[src/rtl/return_addr_stack.sv]
// Circular return-address stack: pushes link addresses on calls and hands them back in LIFO order.
// When the stack is full, a push overwrites the oldest entry and the stack keeps working.
module return_addr_stack #(
    parameter int unsigned SIZE  = 32,
    parameter int unsigned DEPTH = 8,
    parameter int unsigned PTR_W = 3
) (
    input  logic             clk,
    input  logic             rst,
    input  logic             flush,
    input  logic             push,
    input  logic [SIZE-1:0]  push_addr,
    input  logic             pop,
    output logic [SIZE-1:0]  top_addr,
    output logic             top_valid,
    output logic             full,
    output logic [PTR_W:0]   count,
    output logic             overflow,
    output logic             underflow
);

    localparam logic [PTR_W:0] DepthCnt = (PTR_W + 1)'(DEPTH);

    logic [SIZE-1:0]  mem [DEPTH];
    logic [PTR_W-1:0] tos_q, tos_d;
    logic [PTR_W:0]   count_q, count_d;
    logic             overflow_q, overflow_d;
    logic             underflow_q, underflow_d;
    logic             we;
    logic [PTR_W-1:0] waddr;
    logic             empty;

    assign empty = (count_q == '0);

    always_comb begin
        tos_d       = tos_q;
        count_d     = count_q;
        overflow_d  = 1'b0;
        underflow_d = 1'b0;
        we          = 1'b0;
        waddr       = tos_q;
        if (flush) begin
            tos_d   = '0;
            count_d = '0;
        end else if (push && pop && !empty) begin
            // Call and return in the same cycle: replace the top in place.
            we = 1'b1;
        end else if (push) begin
            tos_d = tos_q + PTR_W'(1);
            waddr = tos_q + PTR_W'(1);
            we    = 1'b1;
            if (count_q == DepthCnt) begin
                overflow_d = 1'b1;
            end else begin
                count_d = count_q + (PTR_W + 1)'(1);
            end
            underflow_d = pop;
        end else if (pop) begin
            if (empty) begin
                underflow_d = 1'b1;
            end else begin
                tos_d   = tos_q - PTR_W'(1);
                count_d = count_q - (PTR_W + 1)'(1);
            end
        end
    end

    always_ff @(posedge clk) begin
        if (rst) begin
            tos_q       <= '0;
            count_q     <= '0;
            overflow_q  <= 1'b0;
            underflow_q <= 1'b0;
        end else begin
            tos_q       <= tos_d;
            count_q     <= count_d;
            overflow_q  <= overflow_d;
            underflow_q <= underflow_d;
        end
    end

    always_ff @(posedge clk) begin
        if (!rst && we) begin
            mem[waddr] <= push_addr;
        end
    end

    assign top_addr  = empty ? '0 : mem[tos_q];
    assign top_valid = !empty;
    assign full      = (count_q == DepthCnt);
    assign count     = count_q;
    assign overflow  = overflow_q;
    assign underflow = underflow_q;

endmodule

[config.mk]
export PLATFORM = sky130hd
export DESIGN_NAME = return_addr_stack
export DESIGN_NICKNAME = d
export VERILOG_FILES = /design/src/rtl/return_addr_stack.sv
export SDC_FILE = /design/constraint.sdc
export NUM_CORES = 1
export LEC_CHECK = 0
export CAP_MARGIN = 20
export CELL_PAD_IN_SITES_DETAIL_PLACEMENT = 2
export CELL_PAD_IN_SITES_GLOBAL_PLACEMENT = 2
export CORE_AREA = 2 2 158 160
export CTS_BUF_LIST = sky130_fd_sc_hd__clkbuf_8
export DETAILED_ROUTE_END_ITERATION = 6
export DIE_AREA = 0 0 160 162
export GPL_TIMING_DRIVEN = 0
export PLACE_DENSITY_LB_ADDON = 0.3
export SETUP_SLACK_MARGIN = 0.5
export SKIP_CTS_REPAIR_TIMING = 1
export SLEW_MARGIN = 20
export SYNTH_ARGS = -nofsm -noshare
export SYNTH_HDL_FRONTEND = slang
export SYNTH_SLANG_ARGS = --single-unit
[constraint.sdc]
create_clock -name clk -period 7.35 [get_ports clk]
set_input_delay 1.47 -clock clk [delete_from_list [all_inputs] [get_ports clk]]
set_output_delay 1.47 -clock clk [all_outputs]
set_load 0.05 [all_outputs]
== Word-level counts from Yosys, hierarchy flattened ==
Memories as Yosys holds them, arrays and structs flattened. A register that Yosys moved wholly into a read port is not among the register bits.
Cells that the tools add are included.

* Memories kept: 1
* Logic and storage cells: 48
* Register bits: 9
* Memory bits (writable): 256
* Output and inout port bits: 40
* Input port bits: 37

{| class="wikitable"
|+ Memories
! memory !! depth !! width !! rd ports !! clocked after Yosys merged registers in !! write ports !! RTL line !! source
|-
| mem || 8 || 32 || 1 || 1 || 1 || 24 || <nowiki>logic [SIZE-1:0] mem [DEPTH];</nowiki>
|}

* Mux-type cells: 22
* Equality and inequality tests: 3
* $add $sub $neg: 4
* Reduce and logical (&&, ||, !) cells: 12
* Bitwise gates (word level): 2

{| class="wikitable"
|+ Operators by type and width
! operator !! count
|-
| $mux W32 || 1
|-
| $mux W3 || 8
|-
| $mux W4 || 4
|-
| $mux W1 || 9
|-
| $add A4 B1 Y4 const B || 1
|-
| $eq A4 B4 Y1 const B || 1
|-
| $logic_not A4 Y1 || 1
|-
| $ne A2 B2 Y1 const B || 2
|-
| $reduce_and A4 Y1 || 1
|-
| $reduce_or A4 Y1 || 1
|-
| $sub A4 B1 Y4 const B || 1
|-
| $add A3 B1 Y3 const B || 1
|-
| $logic_and A1 B1 Y1 || 3
|-
| $reduce_and A3 Y1 || 1
|-
| $reduce_or A3 Y1 || 1
|-
| $sub A3 B1 Y3 const B || 1
|-
| $logic_not A1 Y1 || 2
|-
| $not A1 Y1 || 2
|-
| $reduce_bool A2 Y1 || 1
|-
| $reduce_or A2 Y1 || 1
|}

== Depth between registers and ports, before layout ==
Gate-level depths: netlist of the first run.

* Word-level depth: 8
* Mapped depth: 7
* Mapped depth without buffers: 6

== Worst setup path before layout of the first run ==
No wires, ideal clock.

* Path kind: input-to-reg
* Start: in push
* End: mem mem[1][0], enable pin
* Cell stages on the path: 6
* Slack: 2,895 ps
* Library setup time: 425 ps
* Arrival time: 4,030 ps
* Cells stage by stage: buf_1 -> inv_1 -> ha_1 -> mux2i_1 -> or2_1 -> nor2b_1

* Word-level cells in the longest chain between the ends: 7
* Elaborated cells between the ends (all ways): 11
* Classes of those cells: mux (8); reduce/logical (3)

{| class="wikitable"
|+ RTL lines
! what !! RTL line !! source
|-
| start: declaration || 11 || <nowiki>input logic push,</nowiki>
|-
| $logic_and A1 B1 Y1 (2 in series) || 45 || <nowiki>end else if (push && pop && !empty) begin</nowiki>
|-
| $mux W1 || 45 ||
|-
| $mux W1 || 42 || <nowiki>if (flush) begin</nowiki>
|-
| $logic_and A1 B1 Y1 || 83 || <nowiki>if (!rst && we) begin</nowiki>
|-
| $mux W1 || 83 ||
|-
| $mux W1 (implied by the code) || 84 || <nowiki>mem[waddr] <= push_addr;</nowiki>
|-
| end: declaration || 24 ||
|}

Several ways; a longest one is shown, not always the timed one.

==> run_results.csv, run 1 <==
group,metric,value,unit
clocking,cts_sinks,268,
route,wl_per_cell,26.2,um
power,total_power,3.26,mW
sta,whs,612,ps
grt,grt_max_degree,21,
grt,grt_first_pass_wirelength,39600,um
placed_design,port_buffers,76,
power,p_int,2.43,mW
layout,multi_input_area,0.00249,mm^2
clocking,cts_made_buffers,46,
synthesis,ys_types,45,
die,die_h,162,um
route,drtIter0Drc,362,
synthesis,yosys.area.top_type,"edfxtp_1",
clocking,cts_root_buf,"clkbuf_8",
synthesis,syn_nets,544,
die,die_area,0.0259,mm^2
power,p_switching,834,uW
synthesis,syn-cell-area,0.0105,mm^2
layout,layout-drive-gt1-share,23.2,%
route,drc,0,
die,row_count,57,
critical_path,crit_path_max_fanout,10,
route,dr.pass1.iters,4,
route,vias,5378,
sta,timing.final.max_slew_violations,0,
power,combPwrFrac,11.7,%
layout,stdcell_count,995,
sta,worst_slew_pin_slew,1040,ps
sta,setup_violations,0,
synthesis,synth.top_cell.area_share,73.3,%
sta,finalHoldViolations,0,
power,pwr-share-clk,36.4,%
placed_design,dp.cells,911,
grt,grt_overflow,0,
synthesis,synth-seq-cells,268,
power,seqPwrFrac,52.0,%
route,detail-route-antenna-nets,0,
placed_design,dp_hpwl,16600,um
critical_path,crit_path_end_kind,"output port",
die,die_w,160,um
grt,track_usage,20.8,%
power,p_sw_share,25.5,%
route,routed_wirelength,26100,um
grt,antenna_found_initial,0,
layout,antenna_cells,0,
synthesis,synth_edf_count,256,
sta,fin_crit_sh,68.9,%
critical_path,startpoint_type,"flop",
job,max-cap-violations,0,
clocking,clock_latency,550,ps
power,vdd_drop_max,0.000135,V
power,powerDensity,255,mW/mm^2
sta,fmax,197,MHz
clocking,cts_tree,"built",
layout,area_delta_synth_final,21.9,%
critical_path,critPathKind,"reg2out",
hold_path,hold_class,"reg2reg",
sta,fin_tns_setup,0,ps
layout,n_fill_cell,2117,
route,vias_per_cell,5.41,
layout,fin_util,53.1,%
clocking,htreeDepth,2,
die,pin_count,77,
placed_design,routabilityCongestion,0.717,
synthesis,yosysSeqAreaShare,75.5,%
critical_path,required,5880,ps
synthesis,synth_warnings,0,
placed_design,post_dp_cell_area,0.0120,mm^2
grt,grt_pass1_vias,6215,
synthesis,synthCells,500,
run_status,status,"finished, final reports clean",
sta,clock-skew-final,10.1,ps
die,initial_core_util,43.5,%
critical_path,critical_path_arrival,3590,ps
synthesis,yosysMostFrequentCell,"edfxtp_1",
die,core,0.0241,mm^2
sta,max_slew_margin,30.2,%
layout,nNetsFinal,679,
clocking,cts_buffer_depth,3,
sta,rsz0062_at_grt,"false",
synthesis,synth.avg_cell_area,21.0,um^2
layout,design_area,0.0128,mm^2
synthesis,synth_flop_cell,"edfxtp_1",
sta,fin_ws,2290,ps
power,p_leak,4.01,nW
clocking,clkTransAtPathRegs,60,ps
layout,regArea,0.00793,mm^2
synthesis,synthArstFlopShare,0,%
synthesis,synth.area.top_cells,"edfxtp_1 (73%), mux4_2 (14%), mux2i_1 (3.2%)",
synthesis,synth_commonest_cells,"edfxtp_1 (256), mux4_2 (64), nor2_1 (43)",
placed_design,dp_slack,2400,ps
sta,layout_min_cycle_time,5060,ps
-- worst paths after layout --
| path | startpoint | endpoint | slack [ps] | depth (start not counted) |
|---|---|---|---|---|
| worst max-delay path | flop | top_addr[24] | 2290 | 6 |
| worst min-delay path | tos_q[2] | flop | 610 | 2 |
| worst max register to register | count[1] | mem[0][16] | 4290 | 5 |
| worst min register to register | tos_q[2] | flop | 610 | 2 |
-- critical path, cell delays in order (launching register included) --
cell and delay, ps:
dfxtp_1 320, clkbuf_1 500, clkbuf_1 660, mux4_2 330
mux2i_1 70, nor2_1 280, clkdlybuf4s50_1 870
-- sequential cells by signal (all words and copies together), names as in the netlist, named ones only --
register	cells
count	4
mem	256
overflow	1
tos_q	3
underflow	1
-- power by group through the flow --
stage | clock (mW) | combinational [mW] | sequential, mW
final | 1.19 | 0.380 | 1.70
after global routing | 1.28 | 0.404 | 1.70
after CTS | 1.23 | 0.387 | 1.70
after detailed placement | 0 | 0.386 | 1.73
after global placement | 0 | 0.363 | 1.73
after floorplan | 0 | 0.227 | 1.73
-- logic make-up (layout without fill, tap and decap cells) --
family	after synthesis	after routing	share of synthesized area, %
simple gates	70	70	3.09
fa+ha+maj	7	7	0.906
mux	98	98	17.0
flops	268	268	75.5
buf+inv	31	202	1.32
xor+xnor	5	5	0.417
compound gates	21	21	1.74
-- layout by cell type, fill, tap and decap left out, types with 2 or more instances in the layout --
master           netlist  final
edfxtp_1             256    256
clkdlybuf4s50_1        0     76
mux4_2                64     64
clkbuf_8               0     47
nor2_1                43     37
mux2i_1               34     34
inv_1                  5     20
dfxtp_1               12     12
clkinv_1               0     12
buf_2                  9      9
clkbuf_1               8      8
clkinv_2               0      7
buf_1                  6      6
nor2_4                 0      6
ha_1                   6      6
buf_16                 0      6
nand3_1                5      5
buf_12                 0      5
nand2_1                4      4
xnor2_1                4      4
nor3_1                 4      4
nand2b_1               2      2
nor2b_1                4      2
a21oi_1                2      2
nor2b_4                0      2
o21ai_1                2      2
o31ai_1                2      2
a211oi_1               2      2
o21ai_0                2      2
clkinvlp_4             0      2
-- per-layer routing --
layer | vias up | wire length, um | GRT usage, %
li1 | 2333 | - | -
met1 | 2838 | 10400 | 26.0
met2 | 164 | 13800 | 37.3
met3 | 43 | 1320 | 4.03
met4 | 0 | 545 | 5.94
met5 | - | 0 | 0
-- final cells by class --
class                      instances  share of cell area, %
tap                              324                   3.17
inverter                           6                  0.176
timing repair buffer              87                   8.02
buffer                            25                  0.909
multi-input combinational        201                   19.4
clock inverter                    37                   1.27
clock buffer                      47                   5.06
sequential                       268                   62.0
No activity file was read; power rests on OpenSTA's default activity.
==> run 2, diff against run 1 <==
==> constraint.sdc (replaced) <==
create_clock -name clk -period 5.25 [get_ports clk]
set_input_delay 1.05 -clock clk [delete_from_list [all_inputs] [get_ports clk]]
set_output_delay 1.05 -clock clk [all_outputs]
set_load 0.05 [all_outputs]
==> run 2 against run 1 <==
Via count up 0.28%. Final area about the same. Sequential power up 40%. Flip-flop and latch count unchanged. Largest power group unchanged. Setup slack worse by 1600 ps. Largest cell class unchanged. Clock skew up 0.88 ps. Clock power up 39%. Register-to-register slack worse by 2100 ps.
==> run_results.csv, run 2 (synthesis results as in run 1) <==
group,metric,value,unit
grt,grt_max_degree,21,
placed_design,routabilityCongestion,0.717,
route,routed_wirelength,26100,um
power,powerDensity,357,mW/mm^2
placed_design,dp_hpwl,16600,um
die,die_w,160,um
route,detail-route-antenna-nets,0,
power,p_int,3.40,mW
critical_path,rrSetupSlack,2190,ps
layout,layout_commonest_cell,"edfxtp_1",
sta,clock-skew-final,11.0,ps
layout,top_register,"mem",
clocking,clock_latency,550,ps
layout,n_fill_cell,2118,
grt,grt_first_pass_wirelength,39600,um
power,vdd_drop_max,0.000190,V
job,max-cap-violations,0,
power,p_switching,1.17,mW
route,vias_per_cell,5.42,
die,die_h,162,um
layout,largest_reg_flops,256,
hold_path,hold_class,"reg2reg",
placed_design,dp_slack,723,ps
route,drtIter0Drc,375,
power,seqPwrFrac,52.0,%
layout,layout-drive-gt1-share,23.4,%
grt,track_usage,20.8,%
route,vias,5393,
critical_path,startpoint_type,"flop",
layout,area_delta_synth_final,21.9,%
critical_path,crit_path_max_fanout,10,
clocking,htreeDepth,2,
power,combPwrFrac,11.7,%
critical_path,required,4200,ps
sta,worst_slew_pin_slew,1040,ps
sta,rsz0062_at_grt,"false",
sta,fin_crit_sh,87.1,%
clocking,cts_made_buffers,46,
layout,regArea,0.00793,mm^2
critical_path,critPathCapture,"top_addr[13]",
grt,grt_pass1_vias,6215,
clocking,cts_root_buf,"clkbuf_8",
die,core,0.0241,mm^2
clocking,cts_sinks,268,
layout,multi_input_area,0.00249,mm^2
die,die_area,0.0259,mm^2
sta,fmax,219,MHz
clocking,clkTransAtPathRegs,60,ps
layout,nNetsFinal,679,
run_status,status,"finished, final reports clean",
route,dr.pass1.iters,4,
sta,fin_tns_setup,0,ps
power,p_sw_share,25.5,%
sta,finalHoldViolations,0,
die,row_count,57,
layout,layout_common_cells,"edfxtp_1 (256), clkdlybuf4s50_1 (76), mux4_2 (64), clkbuf_8 (47), nor2_1 (37)",
sta,layout_min_cycle_time,4570,ps
route,drc,0,
sta,setup_violations,0,
grt,antenna_found_initial,0,
critical_path,critical_path_arrival,3520,ps
sta,max_slew_margin,29.8,%
clocking,cts_tree,"built",
route,wl_per_cell,26.2,um
sta,timing.final.max_slew_violations,0,
critical_path,r2r-start,"count[1]",
power,pwr-share-clk,36.3,%
die,pin_count,77,
placed_design,port_buffers,76,
critical_path,r2r_end,"mem[0][16]",
critical_path,reg2regPathDepth,5,
grt,grt_overflow,0,
layout,antenna_cells,0,
clocking,cts_buffer_depth,3,
die,initial_core_util,43.5,%
critical_path,crit_path_end_kind,"output port",
critical_path,critPathKind,"reg2out",
power,p_leak,4.02,nW
sta,fin_ws,679,ps
[run 2: cell types whose count changed in the layout (fill, tap and decap cells not counted)]
| cell | before | now |
|---|---|---|
| clkbuf_2 | 0 | 1 |
| clkbuf_1 | 8 | 7 |
[run 2: worst min path at each step]
| stage | start | end | depth (start not counted) |
|---|---|---|---|
| 2_1_floorplan | tos_q[0] | flop | 2 |
| 3_5_place_dp | tos_q[2] | tos_q[2] | 2 |
| 3_3_place_gp | tos_q[2] | tos_q[2] | 2 |
| 4_1_cts | tos_q[2] | flop | 2 |
| 5_1_grt | tos_q[2] | flop | 2 |
| 6_report | tos_q[2] | flop | 2 |
[run 2: power groups by stage]
| stage | Clock (mW) | Combinational, mW | Sequential, mW |
|---|---|---|---|
| detailed placement | 0 | 0.541 | 2.42 |
| CTS | 1.72 | 0.542 | 2.38 |
| global placement | 0 | 0.508 | 2.42 |
| floorplan | 0 | 0.318 | 2.43 |
| finish | 1.66 | 0.532 | 2.38 |
| global route | 1.80 | 0.566 | 2.38 |
[run 2: metal layers]
layer  up-vias  global-route usage [%]  routed length, um
met3        43                    4.03               1240
met1      2856                    26.0              10600
li1       2337                       -                  -
met4         0                    5.94                558
met2       157                    37.3              13700
met5         -                       0                  0
[run 2: final cells by class]
class	count	share of cell area, %
plain buffers	25	0.919
repair buffers	87	8.02
well taps	324	3.17
clock inverters	37	1.27
clock buffers	47	5.06
flip-flops and latches	268	62.0
multi-input cells	201	19.4
inverters	6	0.176
[run 2: critical path, stage by stage (launching register included)]
cell	delay, ps
dfxtp_1	320
clkbuf_1	500
clkbuf_1	690
mux4_2	350
mux2i_1	70
nor2_1	190
clkdlybuf4s50_1	850
[run 2: stage by stage]
stage                     cell area, um^2  cells  util [%]  total power [mW]  hold WS, ps
final                               12800    995      53.1              4.57          613
after global routing                12800    995      53.1              4.74          647
after CTS                           12800    995      53.1              4.64          625
after detailed placement            12000    911      49.7              2.96          618
after global placement              11700    900      48.4              2.93          596
after floorplan                     10500    500         -              2.74          539
==> run 3, diff against run 2 <==
==> constraint.sdc (replaced) <==
create_clock -name clk -period 5.25 [get_ports clk]
set_input_delay 1.3125 -clock clk [delete_from_list [all_inputs] [get_ports clk]]
set_output_delay 1.3125 -clock clk [all_outputs]
set_load 0.05 [all_outputs]
==> run 3 against run 2 <==
Clock power barely moved. Combinational power is essentially flat. Clock-buffer cell count unchanged. Clock skew rose by 3.2 ps. Non-clock buffer count did not move. Routed wire length fell by 0.63%. Via count down 1.2%. Largest cell class unchanged. Highest routed layer unchanged.
==> run_results.csv, run 3 (synthesis results as in run 1) <==
group,metric,value,unit
run_status,status,"finished, final reports clean",
die,pin_count,77,
grt,grt_pass1_vias,6215,
layout,regArea,0.00793,mm^2
sta,clock-skew-final,14.2,ps
placed_design,dp_hpwl,16600,um
power,p_int,3.40,mW
job,max-cap-violations,0,
layout,layout_commonest_cell,"edfxtp_1",
power,pwr-share-clk,36.3,%
route,vias,5329,
sta,timing.final.max_slew_violations,0,
route,drc,0,
power,powerDensity,357,mW/mm^2
power,vdd_drop_max,0.000190,V
layout,antenna_cells,0,
layout,largest_reg_flops,256,
clocking,cts_made_buffers,46,
sta,worst_slew_pin_slew,998,ps
die,die_w,160,um
grt,grt_overflow,0,
layout,area_delta_synth_final,22.1,%
layout,layout_common_cells,"edfxtp_1 (256), clkdlybuf4s50_1 (76), mux4_2 (64), clkbuf_8 (47), nor2_1 (37)",
clocking,cts_root_buf,"clkbuf_8",
clocking,cts_tree,"built",
clocking,cts_sinks,268,
critical_path,required,3940,ps
die,die_area,0.0259,mm^2
sta,fin_crit_sh,88.2,%
layout,layout-drive-gt1-share,24.1,%
sta,finalHoldViolations,0,
route,detail-route-antenna-nets,0,
route,routed_wirelength,25900,um
hold_path,hold_class,"reg2reg",
die,initial_core_util,43.5,%
die,core,0.0241,mm^2
power,p_switching,1.17,mW
sta,rsz0062_at_grt,"true",
die,die_h,162,um
critical_path,crit_path_max_fanout,10,
clocking,clock_latency,560,ps
critical_path,critPathKind,"reg2out",
layout,multi_input_area,0.00250,mm^2
sta,max_slew_margin,33.5,%
sta,fmax,216,MHz
clocking,cts_buffer_depth,3,
critical_path,critical_path_arrival,3320,ps
grt,track_usage,20.8,%
placed_design,port_buffers,76,
power,combPwrFrac,11.7,%
route,vias_per_cell,5.36,
route,dr.pass1.iters,4,
power,total_power,4.57,mW
clocking,clkTransAtPathRegs,60,ps
route,wl_per_cell,26.1,um
layout,n_fill_cell,2122,
clocking,htreeDepth,2,
sta,layout_min_cycle_time,4630,ps
route,drtIter0Drc,365,
grt,grt_max_degree,21,
layout,top_register,"mem",
power,p_sw_share,25.5,%
layout,nNetsFinal,679,
grt,grt_first_pass_wirelength,39600,um
sta,fin_tns_setup,0,ps
critical_path,startpoint_type,"flop",
grt,antenna_found_initial,0,
critical_path,crit_path_end_kind,"output port",
power,seqPwrFrac,52.0,%
sta,setup_violations,0,
die,row_count,57,
placed_design,routabilityCongestion,0.717,
power,p_leak,4.04,nW
## run 3: changes by cell type in the layout (fill, tap and decap cells not counted), sizes merged
cell | previous run | this run
buf | 28 | 27
clkbuf | 55 | 56
## run 3: critical path, stage by stage, from the launching register on
cell             delay [ps]
dfxtp_1                 320
clkbuf_1                490
clkbuf_2                450
mux4_2                  260
mux2i_1                  70
nor2_1                  300
clkdlybuf4s50_1         880
## run 3: power groups by stage
| stage | registers [mW] | clock network (mW) | logic [mW] |
|---|---|---|---|
| floorplan | 2.43 | 0 | 0.318 |
| global placement | 2.42 | 0 | 0.508 |
| detailed placement | 2.42 | 0 | 0.541 |
| CTS | 2.38 | 1.72 | 0.542 |
| global route | 2.38 | 1.80 | 0.568 |
| finish | 2.38 | 1.66 | 0.534 |
## run 3: cell type report
type | instances | area share (%)
Clock buffer | 47 | 5.05
Tap cell | 324 | 3.16
Multi-Input combinational cell | 201 | 19.5
Timing Repair Buffer | 87 | 8.01
Sequential cell | 268 | 61.9
Inverter | 6 | 0.176
Clock inverter | 37 | 1.27
Buffer | 25 | 0.967
## run 3: final timing paths
path	start	end	slack (ps)	cells after the start
worst min-delay path	tos_q[2]	flop	610	2
worst max-delay path	flop	top_addr[24]	620	6
worst max register to register	count[1]	mem[0][16]	2160	5
worst min register to register	tos_q[2]	flop	610	2
## run 3: layer usage
layer / up-vias / track usage, % / wire, um
li1: 2339 / - / -
met1: 2776 / 26.0 / 10300
met5: - / 0 / 0
met4: 0 / 5.94 / 533
met3: 42 / 4.03 / 1480
met2: 172 / 37.3 / 13600
## run 3: stage by stage
step | util [%] | instances | cell area [um^2] | hold slack, ps | setup slack (ps)
after floorplan | - | 500 | 10500 | 539 | 952
final | 53.1 | 995 | 12800 | 612 | 619
after detailed placement | 49.7 | 911 | 12000 | 618 | 460
after global placement | 48.4 | 900 | 11700 | 596 | -1660
after global routing | 53.1 | 995 | 12800 | 647 | 460
after CTS | 53.1 | 995 | 12800 | 625 | 316
